[src/rtl/pc_ctrl_if.sv]
// Program-counter unit bus: redirect requests from D stage / CP0 in, fetch state out.
interface pc_ctrl_if #(
  parameter int unsigned WIDTH = 32
);
  // Control from hazard/branch logic and CP0
  logic              en;
  logic [WIDTH-1:0]  ctl_pc;
  logic              br_take;
  logic [15:0]       br_off;
  logic              j_take;
  logic [25:0]       j_index;
  logic              jr_take;
  logic [WIDTH-1:0]  jr_target;
  logic              exc_req;
  logic [WIDTH-1:0]  exc_epc;
  logic              eret;

  // Fetch-side state
  logic [WIDTH-1:0]  pc;
  logic [WIDTH-1:0]  epc;
  logic              pend;
  logic              fetch_fault;

  // Pipeline/CP0 side: drives redirects, observes the PC.
  modport master (
    output en, ctl_pc, br_take, br_off, j_take, j_index,
           jr_take, jr_target, exc_req, exc_epc, eret,
    input  pc, epc, pend, fetch_fault
  );

  // PC unit side.
  modport slave (
    input  en, ctl_pc, br_take, br_off, j_take, j_index,
           jr_take, jr_target, exc_req, exc_epc, eret,
    output pc, epc, pend, fetch_fault
  );
endinterface

[src/rtl/pc_ctrl.sv]
// Pipelined program-counter unit: next-PC selection, EPC, stall-time redirect buffer,
// and fetch-address fault detection.
module pc_ctrl #(
  parameter int unsigned     WIDTH     = 32,
  parameter logic [WIDTH-1:0] RESET_VEC = WIDTH'(32'h0000_3000),
  parameter logic [WIDTH-1:0] EXC_VEC   = WIDTH'(32'h0000_4180),
  parameter logic [WIDTH-1:0] IM_BASE   = WIDTH'(32'h0000_3000),
  parameter logic [WIDTH-1:0] IM_BYTES  = WIDTH'(32'h0000_4000)
) (
  input logic         clk,
  input logic         reset,
  pc_ctrl_if.slave    bus
);

  localparam int unsigned SEXT_W = WIDTH - 18;

  // One bit wider so a window ending at 2^WIDTH does not wrap.
  localparam logic [WIDTH:0] IM_END = {1'b0, IM_BASE} + {1'b0, IM_BYTES};

  // Jump concatenation needs the top 4+ address bits above the 28-bit region.
  if (WIDTH < 32) begin : g_width_check
    $error("pc_ctrl: WIDTH must be >= 32");
  end

  logic [WIDTH-1:0] pc_q, pc_d;
  logic [WIDTH-1:0] epc_q, epc_d;
  logic             pend_q, pend_d;
  logic [WIDTH-1:0] pend_pc_q, pend_pc_d;

  logic [WIDTH-1:0] seq_tgt;
  logic [WIDTH-1:0] ctl_next;
  logic [WIDTH-1:0] br_tgt;
  logic [WIDTH-1:0] j_tgt;
  logic             redir;
  logic [WIDTH-1:0] tgt;
  logic             fault_c;

  // Candidate targets, all modulo 2^WIDTH.
  assign seq_tgt  = pc_q + WIDTH'(4);
  assign ctl_next = bus.ctl_pc + WIDTH'(4);
  assign br_tgt   = ctl_next + {{SEXT_W{bus.br_off[15]}}, bus.br_off, 2'b00};
  assign j_tgt    = {ctl_next[WIDTH-1:28], bus.j_index, 2'b00};

  // Highest-priority redirect target; exception vector wins over everything.
  always_comb begin
    redir = bus.exc_req | bus.eret | bus.jr_take | bus.j_take | bus.br_take;
    tgt   = seq_tgt;
    if (bus.exc_req)      tgt = EXC_VEC;
    else if (bus.eret)    tgt = epc_q;
    else if (bus.jr_take) tgt = bus.jr_target;
    else if (bus.j_take)  tgt = j_tgt;
    else if (bus.br_take) tgt = br_tgt;
  end

  // Next-state: exceptions ignore the stall; otherwise advance or buffer the redirect.
  always_comb begin
    pc_d      = pc_q;
    epc_d     = epc_q;
    pend_d    = pend_q;
    pend_pc_d = pend_pc_q;
    if (bus.exc_req) begin
      pc_d   = EXC_VEC;
      epc_d  = {bus.exc_epc[WIDTH-1:2], 2'b00};
      pend_d = 1'b0;
    end else if (bus.en) begin
      pend_d = 1'b0;
      if (redir)       pc_d = tgt;
      else if (pend_q) pc_d = pend_pc_q;
      else             pc_d = seq_tgt;
    end else if (redir) begin
      pend_d    = 1'b1;
      pend_pc_d = tgt;
    end
  end

  // State registers with asynchronous active-low reset.
  always_ff @(posedge clk or negedge reset) begin
    if (!reset) begin
      pc_q      <= RESET_VEC;
      epc_q     <= '0;
      pend_q    <= 1'b0;
      pend_pc_q <= '0;
    end else begin
      pc_q      <= pc_d;
      epc_q     <= epc_d;
      pend_q    <= pend_d;
      pend_pc_q <= pend_pc_d;
    end
  end

  // Fetch fault: misaligned, below the IM window, or at/after its end.
  always_comb begin
    fault_c = (pc_q[1:0] != 2'b00) ||
              (pc_q < IM_BASE) ||
              ({1'b0, pc_q} >= IM_END);
  end

  assign bus.pc          = pc_q;
  assign bus.epc         = epc_q;
  assign bus.pend        = pend_q;
  assign bus.fetch_fault = fault_c;

endmodule
[src/flat_wrapper.sv]
// flat-port wrapper written by rule: the top's interface ports become plain ports
module pc_ctrl_flat 
#(
  parameter int unsigned     WIDTH     = 32,
  parameter logic [WIDTH-1:0] RESET_VEC = WIDTH'(32'h0000_3000),
  parameter logic [WIDTH-1:0] EXC_VEC   = WIDTH'(32'h0000_4180),
  parameter logic [WIDTH-1:0] IM_BASE   = WIDTH'(32'h0000_3000),
  parameter logic [WIDTH-1:0] IM_BYTES  = WIDTH'(32'h0000_4000)
)
  (clk, reset, bus_en, bus_ctl_pc, bus_br_take, bus_br_off, bus_j_take, bus_j_index, bus_jr_take, bus_jr_target, bus_exc_req, bus_exc_epc, bus_eret, bus_pc, bus_epc, bus_pend, bus_fetch_fault);
  pc_ctrl_if #(.WIDTH(WIDTH)) bus_i ();
  input logic clk;
  input logic reset;
  input wire logic [$bits(bus_i.en)-1:0] bus_en;
  input wire logic [$bits(bus_i.ctl_pc)-1:0] bus_ctl_pc;
  input wire logic [$bits(bus_i.br_take)-1:0] bus_br_take;
  input wire logic [$bits(bus_i.br_off)-1:0] bus_br_off;
  input wire logic [$bits(bus_i.j_take)-1:0] bus_j_take;
  input wire logic [$bits(bus_i.j_index)-1:0] bus_j_index;
  input wire logic [$bits(bus_i.jr_take)-1:0] bus_jr_take;
  input wire logic [$bits(bus_i.jr_target)-1:0] bus_jr_target;
  input wire logic [$bits(bus_i.exc_req)-1:0] bus_exc_req;
  input wire logic [$bits(bus_i.exc_epc)-1:0] bus_exc_epc;
  input wire logic [$bits(bus_i.eret)-1:0] bus_eret;
  output wire logic [$bits(bus_i.pc)-1:0] bus_pc;
  output wire logic [$bits(bus_i.epc)-1:0] bus_epc;
  output wire logic [$bits(bus_i.pend)-1:0] bus_pend;
  output wire logic [$bits(bus_i.fetch_fault)-1:0] bus_fetch_fault;
  assign bus_i.en = bus_en;
  assign bus_i.ctl_pc = bus_ctl_pc;
  assign bus_i.br_take = bus_br_take;
  assign bus_i.br_off = bus_br_off;
  assign bus_i.j_take = bus_j_take;
  assign bus_i.j_index = bus_j_index;
  assign bus_i.jr_take = bus_jr_take;
  assign bus_i.jr_target = bus_jr_target;
  assign bus_i.exc_req = bus_exc_req;
  assign bus_i.exc_epc = bus_exc_epc;
  assign bus_i.eret = bus_eret;
  assign bus_pc = bus_i.pc;
  assign bus_epc = bus_i.epc;
  assign bus_pend = bus_i.pend;
  assign bus_fetch_fault = bus_i.fetch_fault;
  pc_ctrl #(.WIDTH(WIDTH), .RESET_VEC(RESET_VEC), .EXC_VEC(EXC_VEC), .IM_BASE(IM_BASE), .IM_BYTES(IM_BYTES)) u_core (.clk(clk), .reset(reset), .bus(bus_i));
endmodule
[config.mk]
export PLATFORM = sky130hd
export DESIGN_NAME = pc_ctrl_flat
export DESIGN_NICKNAME = d
export VERILOG_FILES = /design/src/rtl/pc_ctrl_if.sv /design/src/rtl/pc_ctrl.sv /design/src/flat_wrapper.sv
export SDC_FILE = /design/constraint.sdc
export NUM_CORES = 1
export LEC_CHECK = 0
export CORE_ASPECT_RATIO = 1.4
export CORE_UTILIZATION = 55
export DETAILED_ROUTE_END_ITERATION = 12
export DONT_BUFFER_PORTS = 1
export PLACE_DENSITY = 0.75
export SYNTH_ARGS = -nofsm -noshare
export SYNTH_HDL_FRONTEND = slang
export SYNTH_SLANG_ARGS = --single-unit
[constraint.sdc]
create_clock -name clk -period 3.4 [get_ports clk]
set_clock_uncertainty 0.1 [all_clocks]
set_input_delay 0.51 -clock clk [delete_from_list [all_inputs] [get_ports clk]]
set_output_delay 0.51 -clock clk [all_outputs]
set_load 0.02 [all_outputs]
== After elaboration in Yosys (flattened, before gate mapping) ==
Index checks and enable logic that the tools add are counted.
Cells by class
  $add $sub $neg: 3
  shifts and indexed selects: 0
  multiply operators: 0
  multiplexer cells: 11
  magnitude comparators: 2
  bitwise operators: 6
  equal/unequal tests: 0
  div/mod/pow operators: 0
  reduce and logical (&&, ||, !) cells: 6
Operators by type and width (count)
  two-way mux 32 bit: 8
  adder 32 x 3 -> 32 bit, second input constant: 2
  adder 32 bit: 1
  greater-or-equal comparator 32 x 15 -> 1 bit, second input constant: 1
  < comparator 32 x 14 -> 1 bit, second input constant: 1
  OR 1 bit: 4
  nonzero test 2 bit: 2
  two-way mux 1 bit: 3
  AND reduction 3 bit: 1
  nonzero test 3 bit: 1
  logical OR 1 bit: 2
  inverter 1 bit: 2
Storage, ports and cells
  ROM bits: 0
  logic and storage cells: 32
  input bits: 146
  memories: 0
  latch bits: 0
  output and inout port bits: 66
  bits in writable memories: 0
  register bits: 95

== Depth between registers and ports, before layout ==
Gate-level depths: netlist of run 1.
  depth after elaboration: 9
  gate-level depth with buffers: 17
  mapped depth without buffers: 16

== Worst setup path after synthesis of run 1 ==
Ideal clock, no wire load.
  kind: input to register
  from: input port bus_ctl_pc[7]
  to: register u_core.pc_q[27] (netlist: u_core.bus.pc[27])
  arrival time: 3.709 ns
  setup slack: -0.533 ns
  setup time: 0.124 ns
  required time: 3.176 ns
  buffers on the path: 1
  stages: 17
  cell sequence: nand4_2 > or2_2 > nor3_2 > nand3_1 > nor2_1 > xor2_1 > ha_1 > buf_2 > nand2_1 > o21ai_0 > a2111o_1 > or3_4 > nand2_1 > mux2i_1 > a211oi_1 > nor3_1 > o31a_1
Between the ends
  cells in the longest elaborated chain, start to end: 9
RTL lines
  from (decl): RTL line flat_wrapper.sv:15  | input wire logic [$bits(bus_i.ctl_pc)-1:0] bus_ctl_pc;
  adder 32 x 3 -> 32 bit: RTL line pc_ctrl.sv:40  | assign ctl_next = bus.ctl_pc + WIDTH'(4);
  adder 32 bit: RTL line pc_ctrl.sv:41  | assign br_tgt = ctl_next + {{SEXT_W{bus.br_off[15]}}, bus.br_off, 2'b00};
  two-way mux 32 bit: RTL line pc_ctrl.sv:52  | else if (bus.br_take) tgt = br_tgt;
  two-way mux 32 bit: RTL line pc_ctrl.sv:51  | else if (bus.j_take) tgt = j_tgt;
  two-way mux 32 bit: RTL line pc_ctrl.sv:50  | else if (bus.jr_take) tgt = bus.jr_target;
  two-way mux 32 bit: RTL line pc_ctrl.sv:49  | else if (bus.eret) tgt = epc_q;
  two-way mux 32 bit: RTL line pc_ctrl.sv:67  | if (redir) pc_d = tgt;
  two-way mux 32 bit: RTL line pc_ctrl.sv:65  | end else if (bus.en) begin
  two-way mux 32 bit: RTL line pc_ctrl.sv:61  | if (bus.exc_req) begin
  to (signal assigned): RTL line pc_ctrl.sv:84  | pc_q <= pc_d;
  to (decl): RTL line pc_ctrl.sv:25  | logic [WIDTH-1:0] pc_q, pc_d;
No other way between the ends. The select of a mux whose other input is x is not followed.
A chain may end at the register's enable or synchronous reset.

== Worst setup path after layout of run 1 ==
  from: input port bus_ctl_pc[7]
  to: register u_core.pc_q[23] (netlist: u_core.bus.pc[23])
Same word-level chain as after synthesis.

==> results of run 1 <==
==> layout by cell type (no fill, tap or decap), types with 6 or more instances in the layout <==
| cell | synthesis | layout |
|---|---|---|
| nor3_2 | 3 | 7 |
| o211ai_1 | 12 | 12 |
| nand4_1 | 14 | 14 |
| o21a_1 | 11 | 11 |
| o21ai_0 | 88 | 77 |
| o31ai_1 | 7 | 6 |
| and4_1 | 6 | 6 |
| ha_1 | 38 | 34 |
| xnor2_1 | 42 | 38 |
| or3_1 | 9 | 9 |
| mux2_2 | 32 | 32 |
| a21oi_1 | 81 | 72 |
| and3_1 | 22 | 22 |
| xor2_1 | 29 | 28 |
| mux2i_1 | 20 | 20 |
| nor4_1 | 12 | 10 |
| o21ai_1 | 3 | 8 |
| buf_4 | 2 | 146 |
| o21ai_2 | 2 | 8 |
| a31oi_1 | 8 | 8 |
| nor2_1 | 92 | 89 |
| dfrtp_1 | 93 | 92 |
| nor3_1 | 34 | 29 |
| inv_1 | 27 | 27 |
| nand2b_1 | 12 | 12 |
| o21bai_1 | 6 | 6 |
| nand2_1 | 154 | 150 |
| a21o_1 | 9 | 9 |
| clkbuf_16 | 0 | 9 |
| nand3_1 | 36 | 35 |
| a21oi_2 | 2 | 9 |
| o22ai_1 | 7 | 7 |
| a211oi_1 | 12 | 10 |
==> final cells by class <==
cell class,count,area (um^2)
repair buffers,148,1130
inverters,30,113
clock inverters,5,86.3
clock buffers,11,253
well taps,192,240
multi-input cells,913,6170
fillers,1271,4740
flip-flops and latches,95,2380
==> per-layer routing <==
metal / wire length (um) / vias up / track usage (%)
met4: 1260 / 2 / 17.2
li1: - / 4204 / -
met5: 13 / - / 0
met3: 2670 / 102 / 7.62
met1: 11300 / 4296 / 43.9
met2: 14300 / 485 / 60.5
==> timing repair <==
item / CTS / global route
cloned: 0 / 0
hold endpoints to repair: 95 / 0
gates resized for setup: 8 / 45
hold buffers: 2 / 0
setup endpoints to repair: 11 / 25
buffers inserted: 3 / 6
pin swaps: 11 / 18
==> per-stage QoR <==
| stage | cell area [um^2] | hold WS [ps] |
|---|---|---|
| finish | 10400 | 97.4 |
| global route | 10400 | 94.6 |
| CTS | 10100 | 93.6 |
| detailed placement | 9720 | 117 |
| global placement | 9720 | 117 |
| floorplan | 8700 | 114 |
==> worst paths after layout <==
path / from / endpoint / slack, ps / depth (start not counted)
setup / recovery: bus_ctl_pc[7] / u_core.bus.pc[23] / -80 / 15
hold / removal: bus_exc_req / u_core.bus.pc[12] / 100 / 1
setup reg to reg: u_core.bus.pc[19] / u_core.bus.pc[27] / 440 / 9
hold reg to reg: u_core.pend_pc_q[20] / u_core.pend_pc_q[20] / 370 / 2
max in group asynchronous: reset / u_core.bus.epc[19] / 2150 / 2
min in group asynchronous: reset / u_core.bus.epc[31] / 620 / 2
==> state kept, by name, summed over array words and instances (netlist names) <==
register / cells
u_core.bus.pend: 1
u_core.pend_pc_q: 32
u_core.bus.pc: 32
u_core.bus.epc: 30
==> kinds of logic (layout without fill, tap and decap cells) <==
family | after synthesis | count (layout) | synth area share (%)
buf+inv | 90 | 194 | 4.16
fa+ha+maj | 39 | 39 | 5.76
simple gates | 425 | 425 | 24.0
xor+xnor | 72 | 72 | 7.42
compound gates | 323 | 323 | 24.5
flops | 95 | 95 | 27.7
other cells | 1 | 2 | 0.0436
mux | 52 | 52 | 6.52
==> power breakdown <==
| part | internal (mW) | total (mW) | switching (mW) |
|---|---|---|---|
| logic | 0.536 | 1.15 | 0.612 |
| registers | 1.26 | 1.47 | 0.211 |
| clock network | 0.693 | 1.19 | 0.499 |
| total | 2.49 | 3.81 | 1.32 |
==> worst reg2reg max path, cell delays in order, from the launching register on <==
cell and delay (ps):
dfrtp_1 570, and4_1 340, nand4_2 190, nor4_4 450, nand3_1 160, xor2_1 240
o21ai_0 150, a211oi_2 290, nor3_1 80, o31a_1 280
==> qor.csv, run 1 <==
stage;metric;value;unit
yosys;sequential area share after synthesis;27.7;%
worst_setup_path;worst-path fanout max;4;
cts;TritonCTS clock tree;done;
yosys;Syn. warnings;0;
sta;fin crit share;102;%
grt;initial antenna violation count;1;
cts;total CTS buffers;9;
sta;Setup WS post-layout;-84.9;ps
worst_setup_path;CP bufs+invs;0;
power_and_ir_drop;P per Cell Area;367;nW/um^2
sta;crit path time final;3480;ps
worst_setup_path;Crit path largest cell delay;380;ps
yosys;Synth top area share;27.1;%
worst_setup_path;CP Capture Type;flip-flop;
sta;Worst Max-Slew Pin Slew;828;ps
placement;PortBufs;0;
yosys;Synth area leaders;dfrtp_1, nand2_1, ha_1, o21ai_0, a21oi_1;
sta;final setup violating endpoints;6;
worst_setup_path;CP arrival;3660;ps
finish;layout cells sized above 1;23.0;%
yosys;Top FF cell, synth;dfrtp_1;
route;ANT nets after route;0;
power_and_ir_drop;total power draw;3.81;mW
die;die footprint;16100;um^2
finish;ANT cells;0;
die;CORE AREA;15100;um^2
route;drt via density;6.52;
grt;largest net degree at the start of global routing;96;
yosys;Synth cell types;86;
sta;worst rel slew slack;44.5;%
finish;Area Growth Syn to Fin;20.7;%
cts;Longest Clk Path Bufs;2;
die;IO Pins;212;
yosys;synthesized instance count;1097;
cts;Clock Latency Late Sink;360;ps
cts;Worst-path clk slew;70;ps
finish;Util after Layout;68.7;%
yosys;most common cell in the netlist;nand2_1;
die;Initial Utilization;56.9;%
yosys;commonest cells in the netlist;nand2_1, dfrtp_1, nor2_1;
grt;total track usage;36.1;%
placement;Setup WS pre-CTS;-530;ps
cts;clock root cell;clkbuf_16;
sta;RSZ-0062 raised after global routing;true;
sta;fmax;287;MHz
placement;Final GP Congestion;0.929;
route;detailed-route wire length per cell;21.2;um
die;die width;108;um
route;First-pass DRT Iterations;5;
yosys;Post-synth EDFFs;0;
worst_setup_path;CP Class;in -> reg;
worst_setup_path;CP delay by family, top;simple AND/OR/NAND/NOR gates;
placement;post-placement cell count;1367;
finish;final non-filler cell total;1394;
cts;htree depth;3;
yosys;most area-hungry cell type in the Yosys netlist;dfrtp_1;
worst_setup_path;crit-path cells;nand4_4 > or2_4 > nor3_4 > nand3_4 > xnor2_2 > ha_4 > a21oi_2 > o21ai_2 > a2111o_1 > or3_4 > a21boi_4 > xnor2_1 > or3_1 > o2111a_1 > nor3_2;
yosys;Avg Cell Area, Syn;7.84;um^2
power_and_ir_drop;Pleak;4.44;nW
job;max-cap violations;0;
grt;global route overflow;0;
min_path;Min-Delay Path Class;in -> reg;
yosys;Post-Synthesis Cell Area;8600;um^2
die;Rows;53;
power_and_ir_drop;Max rail drop VDD;212;uV
route;drt drc;0;
grt;vias in the first global route;8633;
placement;hpwl dp;21.8;mm
yosys;fraction of registers with async set/reset;100;%
cts;Num Clock Sinks;95;
route;total wire length;29.5;mm
worst_setup_path;critical path startpoint category;input pin;
sta;Fin. Hold Viols;0;
grt;global-route wire length before repair;44.9;mm
yosys;Seq cells post-synth;95;
die;Die H;150;um
outcome;failing checks;setup timing;
outcome;status;finished, violations left;
worst_setup_path;Slowest-stage cell, CP;a2111o_1;
finish;final net count;1382;
route;1st-iter DRT viols;803;
route;Via Count;9089;
sta;max-slew violation count;0;
worst_setup_path;WP data required;3580;ps
sta;Total Neg Setup Slack;-173;ps
(Power assumes the default switching activity.)
==> run 2: changes to the inputs <==
REMOVE_ABC_BUFFERS = 1   (was not set)
==> qor.csv, run 2 (synthesized netlist as in run 1, its figures left out) <==
stage;metric;value;unit;change
outcome;status;finished, violations left;;
outcome;failing checks;setup timing;;
placement;PortBufs;0;;unchanged
finish;layout cells sized above 1;24.4;%;+1.3 points
worst_setup_path;Slowest-stage cell, CP;a2111o_1;;
min_path;Min-Delay Path Class;in -> reg;;
worst_setup_path;CP arrival;3610;ps;-50 ps
sta;fmax;288;MHz;+0.27%
power_and_ir_drop;switching pwr;1.36;mW;+3.0%
min_path;Hold EP;u_core.bus.pc[23];;
finish;final net count;1394;;+0.87%
die;IO Pins;212;;unchanged
placement;Final GP Congestion;0.915;;-1.5%
worst_setup_path;reg-to-reg critical path endpoint;u_core.bus.pc[29];;
power_and_ir_drop;switch share;36.8;%;+2.1 points
worst_setup_path;Crit path largest cell delay;410;ps;+30 ps
finish;Filler Cell Count;1255;;-1.3%
die;CORE AREA;15100;um^2;unchanged
finish;ANT cells;0;;unchanged
sta;Worst Max-Slew Pin Slew;697;ps;-131 ps
grt;global route overflow;0;;unchanged
worst_setup_path;Worst R2R Start;u_core.bus.pc[7];;
route;First-pass DRT Iterations;6;;+1
route;drt via density;6.50;;-0.32%
worst_setup_path;CP bufs+invs;0;;unchanged
worst_setup_path;CP Capture Type;flip-flop;;
worst_setup_path;CP delay by family, top;simple AND/OR/NAND/NOR gates;;
cts;total CTS buffers;9;;unchanged
worst_setup_path;WP data required;3540;ps;-40 ps
power_and_ir_drop;P per Cell Area;351;nW/um^2;-4.3%
route;detailed-route wire length per cell;21.5;um;+1.5%
finish;Area Growth Syn to Fin;22.6;%;
cts;Num Clock Sinks;95;;unchanged
sta;Fin. Hold Viols;0;;unchanged
power_and_ir_drop;Pleak;4.50;nW;+1.3%
grt;vias in the first global route;8764;;+1.5%
cts;htree depth;3;;unchanged
grt;initial antenna violation count;1;;unchanged
sta;max-slew violation count;0;;unchanged
route;1st-iter DRT viols;816;;+1.6%
min_path;hold wc startpoint;bus_exc_req;;
sta;worst rel slew slack;53.4;%;+8.9 points
grt;global-route wire length before repair;45.1;mm;+0.43%
power_and_ir_drop;part of the power in the clock network;27.5;%;-3.8 points
sta;final setup violating endpoints;7;;+1
min_path;Worst Hold Depth;1;;unchanged
route;total wire length;30.2;mm;+2.4%
die;Die H;150;um;unchanged
sta;Hold WS;124;ps;+27.0 ps
worst_setup_path;CP Class;in -> reg;;
die;die width;108;um;unchanged
power_and_ir_drop;total power draw;3.70;mW;-2.8%
job;max-cap violations;0;;unchanged
grt;total track usage;36.3;%;+0.12 points
power_and_ir_drop;combinational power share;32.9;%;+2.8 points
route;Via Count;9138;;+0.54%
placement;hpwl dp;21.7;mm;-0.33%
cts;TritonCTS clock tree;done;;
finish;most frequent cells in the layout;buf_4, nand2_1, dfrtp_1;;
die;Rows;53;;unchanged
cts;clock root cell;clkbuf_16;;
sta;fin crit share;102;%;-0.28 points
worst_setup_path;worst-path fanout max;4;;unchanged
die;Initial Utilization;56.9;%;unchanged
route;drt drc;0;;unchanged
sta;RSZ-0062 raised after global routing;true;;
cts;Clock Latency Late Sink;360;ps;about the same
power_and_ir_drop;internal power;2.34;mW;-6.0%
power_and_ir_drop;Seq pwr share;39.6;%;+1.0 points
worst_setup_path;critical path startpoint category;input pin;;
finish;most common cell after layout, fill and taps aside;buf_4;;
sta;crit path time final;3480;ps;-9.35 ps
worst_setup_path;crit-path cells;nand4_4 > or2_4 > nor3_2 > nand2_1 > xnor2_1 > ha_1 > a21oi_2 > o21ai_2 > a2111o_1 > or3_4 > nand3b_1 > a21oi_2 > or3_4 > a21oi_4 > o31ai_2;;
route;ANT nets after route;0;;unchanged
die;die footprint;16100;um^2;unchanged
cts;Worst-path clk slew;70;ps;about the same
sta;Total Neg Setup Slack;-301;ps;-128 ps
worst_setup_path;reg2reg setup slack;380;ps;-60 ps
worst_setup_path;reg2reg path depth;9;;unchanged
power_and_ir_drop;Max rail drop VDD;227;uV;+7.4%
cts;Longest Clk Path Bufs;2;;unchanged
grt;largest net degree at the start of global routing;96;;unchanged
sta;Setup WS post-layout;-75.6;ps;+9.35 ps
-- run 2: how the worst max path moves through the flow --
| stage | startpoint | endpoint | slack, ps | cells past startpoint |
|---|---|---|---|---|
| after floorplan | bus_ctl_pc[7] | u_core.bus.pc[27] | -550 | 16 |
| after global placement | bus_ctl_pc[7] | u_core.bus.pc[27] | -540 | 16 |
| after detailed placement | bus_ctl_pc[7] | u_core.bus.pc[27] | -630 | 16 |
| after CTS | bus_ctl_pc[7] | u_core.pend_pc_q[31] | -50 | 15 |
| after global routing | bus_ctl_pc[7] | u_core.pend_pc_q[31] | -190 | 17 |
| final | bus_ctl_pc[7] | u_core.pend_pc_q[29] | -80 | 15 |
-- run 2: cell type report --
class	instances	area (um^2)	area share, %
Multi-Input combinational cell	913	6270	59.5
Sequential cell	95	2380	22.6
Timing Repair Buffer	160	1250	11.9
Tap cell	192	240	2.28
Clock buffer	10	229	2.17
Inverter	30	113	1.07
Clock inverter	6	53.8	0.510
-- run 2: stage by stage --
step / worst slack [ps] / util, % / area, um^2 / instances
detailed placement: -631 / 64.3 / 9720 / 1378
finish: -75.6 / 69.7 / 10500 / 1406
global route: -188 / 69.7 / 10500 / 1406
CTS: -51.3 / 67.1 / 10100 / 1398
floorplan: -545 / - / 8360 / 1038
global placement: -536 / 64.3 / 9720 / 1378
-- run 2: what timing repair did --
item | CTS | global route
pin swaps | 13 | 36
resized for setup | 22 | 69
setup buffers | 2 | 9
endpoints found under the setup margin | 18 | 29
endpoints found under the hold margin | 95 | 0
hold buffers | 2 | 0
-- run 2: power by group through the flow --
stage / clock (mW) / sequential (mW) / combinational (mW)
floorplan: 0 / 1.46 / 0.667
global placement: 0 / 1.48 / 1.04
detailed placement: 0 / 1.48 / 1.06
CTS: 1.01 / 1.46 / 1.11
global route: 1.06 / 1.48 / 1.32
finish: 1.02 / 1.47 / 1.22
-- run 2: per-layer routing --
metal  global-route usage (%)  part of all wire [%]  up-vias
met4                     22.2                   5.7        2
met3                     8.06                   9.3      116
met2                     60.4                    48      505
met5                        0                 0.026        -
li1                         -                     -     4243
met1                     42.0                    37     4272
==> run 3: changes to the inputs <==
CELL_PAD_IN_SITES_DETAIL_PLACEMENT = 1   (was not set)
CELL_PAD_IN_SITES_GLOBAL_PLACEMENT = 1   (was not set)
CORE_UTILIZATION = 47   (was 55)
PLACE_DENSITY = 0.86   (was 0.75)
==> qor.csv, run 3 (synthesized netlist as in run 1, its figures left out) <==
stage;metric;value;unit;change
worst_setup_path;crit-path cells;nand4_4 > or2_4 > nor3_4 > buf_4 > nand4_1 > xnor2_1 > ha_1 > buf_4 > nand4_1 > o21ai_0 > a21oi_1 > a32oi_2 > xnor2_2 > o21ai_2 > o31ai_2;;
power_and_ir_drop;Max rail drop VDD;221;uV;-2.9%
grt;vias in the first global route;10924;;+25%
worst_setup_path;CP delay by family, top;compound AO/OA/AOI/OAI gates;;
grt;largest net degree at the start of global routing;96;;unchanged
sta;RSZ-0062 raised after global routing;true;;
route;1st-iter DRT viols;1206;;+48%
cts;clock root cell;clkbuf_16;;
worst_setup_path;reg-to-reg critical path endpoint;u_core.pend_pc_q[30];;
worst_setup_path;CP Capture Type;flip-flop;;
worst_setup_path;Crit path largest cell delay;440;ps;+30 ps
power_and_ir_drop;Pleak;4.74;nW;+5.4%
placement;Final GP Congestion;0.917;;+0.21%
sta;final setup violating endpoints;33;;+26
placement;PortBufs;0;;unchanged
sta;worst rel slew slack;28.7;%;-25 points
sta;Fin. Hold Viols;32;;+32
power_and_ir_drop;P per Cell Area;365;nW/um^2;+3.9%
cts;total CTS buffers;9;;unchanged
cts;Clock Latency Late Sink;370;ps;about the same
sta;fin crit share;116;%;+14 points
die;Initial Utilization;48.0;%;-8.9 points
route;total wire length;47.8;mm;+58%
worst_setup_path;critical path startpoint category;input pin;;
route;Via Count;10964;;+20%
job;max-cap violations;0;;unchanged
power_and_ir_drop;internal power;2.43;mW;+3.8%
sta;Hold WS;-81.5;ps;-206 ps
sta;Setup WS post-layout;-550;ps;-474 ps
route;drt via density;7.42;;+14%
cts;Num Clock Sinks;95;;unchanged
cts;TritonCTS clock tree;done;;
placement;hpwl dp;26.4;mm;+22%
grt;initial antenna violation count;4;;+3
worst_setup_path;CP arrival;4120;ps;+510 ps
grt;global route overflow;0;;unchanged
finish;most frequent cells in the layout;buf_4, nand2_1, dfrtp_1;;
die;die width;116;um;+8.0%
die;CORE AREA;17900;um^2;+19%
finish;final net count;1416;;+1.6%
worst_setup_path;CP bufs+invs;2;;+2
worst_setup_path;reg2reg setup slack;240;ps;-140 ps
power_and_ir_drop;Seq pwr share;36.0;%;-3.6 points
finish;layout cells sized above 1;30.0;%;+5.7 points
grt;global-route wire length before repair;59.1;mm;+31%
die;die footprint;18900;um^2;+17%
sta;fmax;253;MHz;-12%
outcome;failing checks;hold timing, setup timing;;
worst_setup_path;Critical Path Stages;15;;unchanged
min_path;Min-Delay Path Class;in -> async;;
cts;htree depth;3;;unchanged
worst_setup_path;Worst R2R Start;u_core.bus.pc[3];;
finish;Area Growth Syn to Fin;30.9;%;
cts;Worst-path clk slew;80;ps;about the same
power_and_ir_drop;combinational power share;38.4;%;+5.5 points
die;Die H;162;um;+8.1%
route;ANT nets after route;0;;unchanged
sta;crit path time final;3950;ps;+474 ps
cts;Longest Clk Path Bufs;2;;unchanged
route;drt drc;0;;unchanged
placement;Setup WS pre-CTS;-834;ps;-203 ps
die;IO Pins;212;;unchanged
sta;Total Neg Setup Slack;-10410;ps;-10110 ps
outcome;status;finished, violations left;;
route;detailed-route wire length per cell;32.4;um;+50%
worst_setup_path;CP Class;in -> reg;;
worst_setup_path;WP data required;3570;ps;+30 ps
finish;most common cell after layout, fill and taps aside;buf_4;;
power_and_ir_drop;switching pwr;1.68;mW;+23%
power_and_ir_drop;part of the power in the clock network;25.7;%;-1.8 points
power_and_ir_drop;switch share;40.9;%;+4.1 points
worst_setup_path;Slowest-stage cell, CP;a21oi_1;;
worst_setup_path;reg2reg path depth;9;;unchanged
sta;Worst Max-Slew Pin Slew;1070;ps;+370 ps
die;Rows;58;;+9.4%
sta;max-slew violation count;0;;unchanged
grt;total track usage;41.3;%;+5.0 points
route;First-pass DRT Iterations;8;;+2
worst_setup_path;worst-path fanout max;6;;+2
-- run 3: cell count changes in the layout (fill, tap and decap cells not counted), moves of 5 or more --
cell,previous run,this run
buf_4,153,165
a21oi_4,2,7
a21oi_1,69,64
nor2_1,90,85
buf_6,4,15
o21ai_0,76,67
-- run 3: worst max-delay path by stage --
| stage | from | to | slack (ps) |
|---|---|---|---|
| after floorplan | bus_ctl_pc[7] | u_core.bus.pc[27] | -550 |
| after global placement | bus_ctl_pc[7] | u_core.bus.pc[27] | -580 |
| after detailed placement | bus_ctl_pc[7] | u_core.pend_pc_q[31] | -830 |
| after CTS | bus_ctl_pc[8] | u_core.pend_pc_q[31] | -190 |
| after global routing | bus_ctl_pc[8] | u_core.pend_pc_q[31] | -770 |
| final | bus_ctl_pc[8] | u_core.pend_pc_q[31] | -550 |
-- run 3: metrics by stage --
stage	hold WS [ps]	cells	total power, mW	util (%)	cell area [um^2]
detailed placement	117	1431	2.62	54.9	9840
finish	-81.5	1478	4.11	62.8	11300
floorplan	114	1038	2.12	-	8360
global placement	117	1431	2.55	54.9	9840
global route	-2.98	1477	4.19	62.8	11300
CTS	0.466	1462	3.70	58.4	10500
-- run 3: layer usage --
metal / track usage (%) / vias to the layer above / routed length, um / part of all wire [%]
met5: 0 / - / 46 / 0.096
met1: 44.1 / 5243 / 15100 / 32
met4: 33.1 / 2 / 5370 / 11
met2: 68.2 / 994 / 21900 / 46
met3: 10.2 / 454 / 5430 / 11
li1: - / 4271 / - / -
-- run 3: cell type report --
class | count | area, um^2
antenna | 3 | 7.51
sequential | 95 | 2380
multi-input combinational | 913 | 6730
clock buffer | 10 | 239
timing repair buffer | 182 | 1460
tap | 240 | 300
inverter | 30 | 115
clock inverter | 5 | 32.5
fill | 2104 | 6660
-- run 3: power groups by stage --
stage | clock, mW | sequential [mW] | combinational (mW)
floorplan | 0 | 1.46 | 0.667
global placement | 0 | 1.47 | 1.08
detailed placement | 0 | 1.48 | 1.14
CTS | 1.02 | 1.46 | 1.23
global route | 1.07 | 1.48 | 1.63
finish | 1.06 | 1.48 | 1.58
-- run 3: what timing repair did --
item,in CTS,in global routing
resized for setup,55,139
pin swaps,36,85
buffers inserted,15,15
cloned,0,0
setup endpoints to repair,27,33
hold endpoints to repair,95,0
hold buffers,1,0
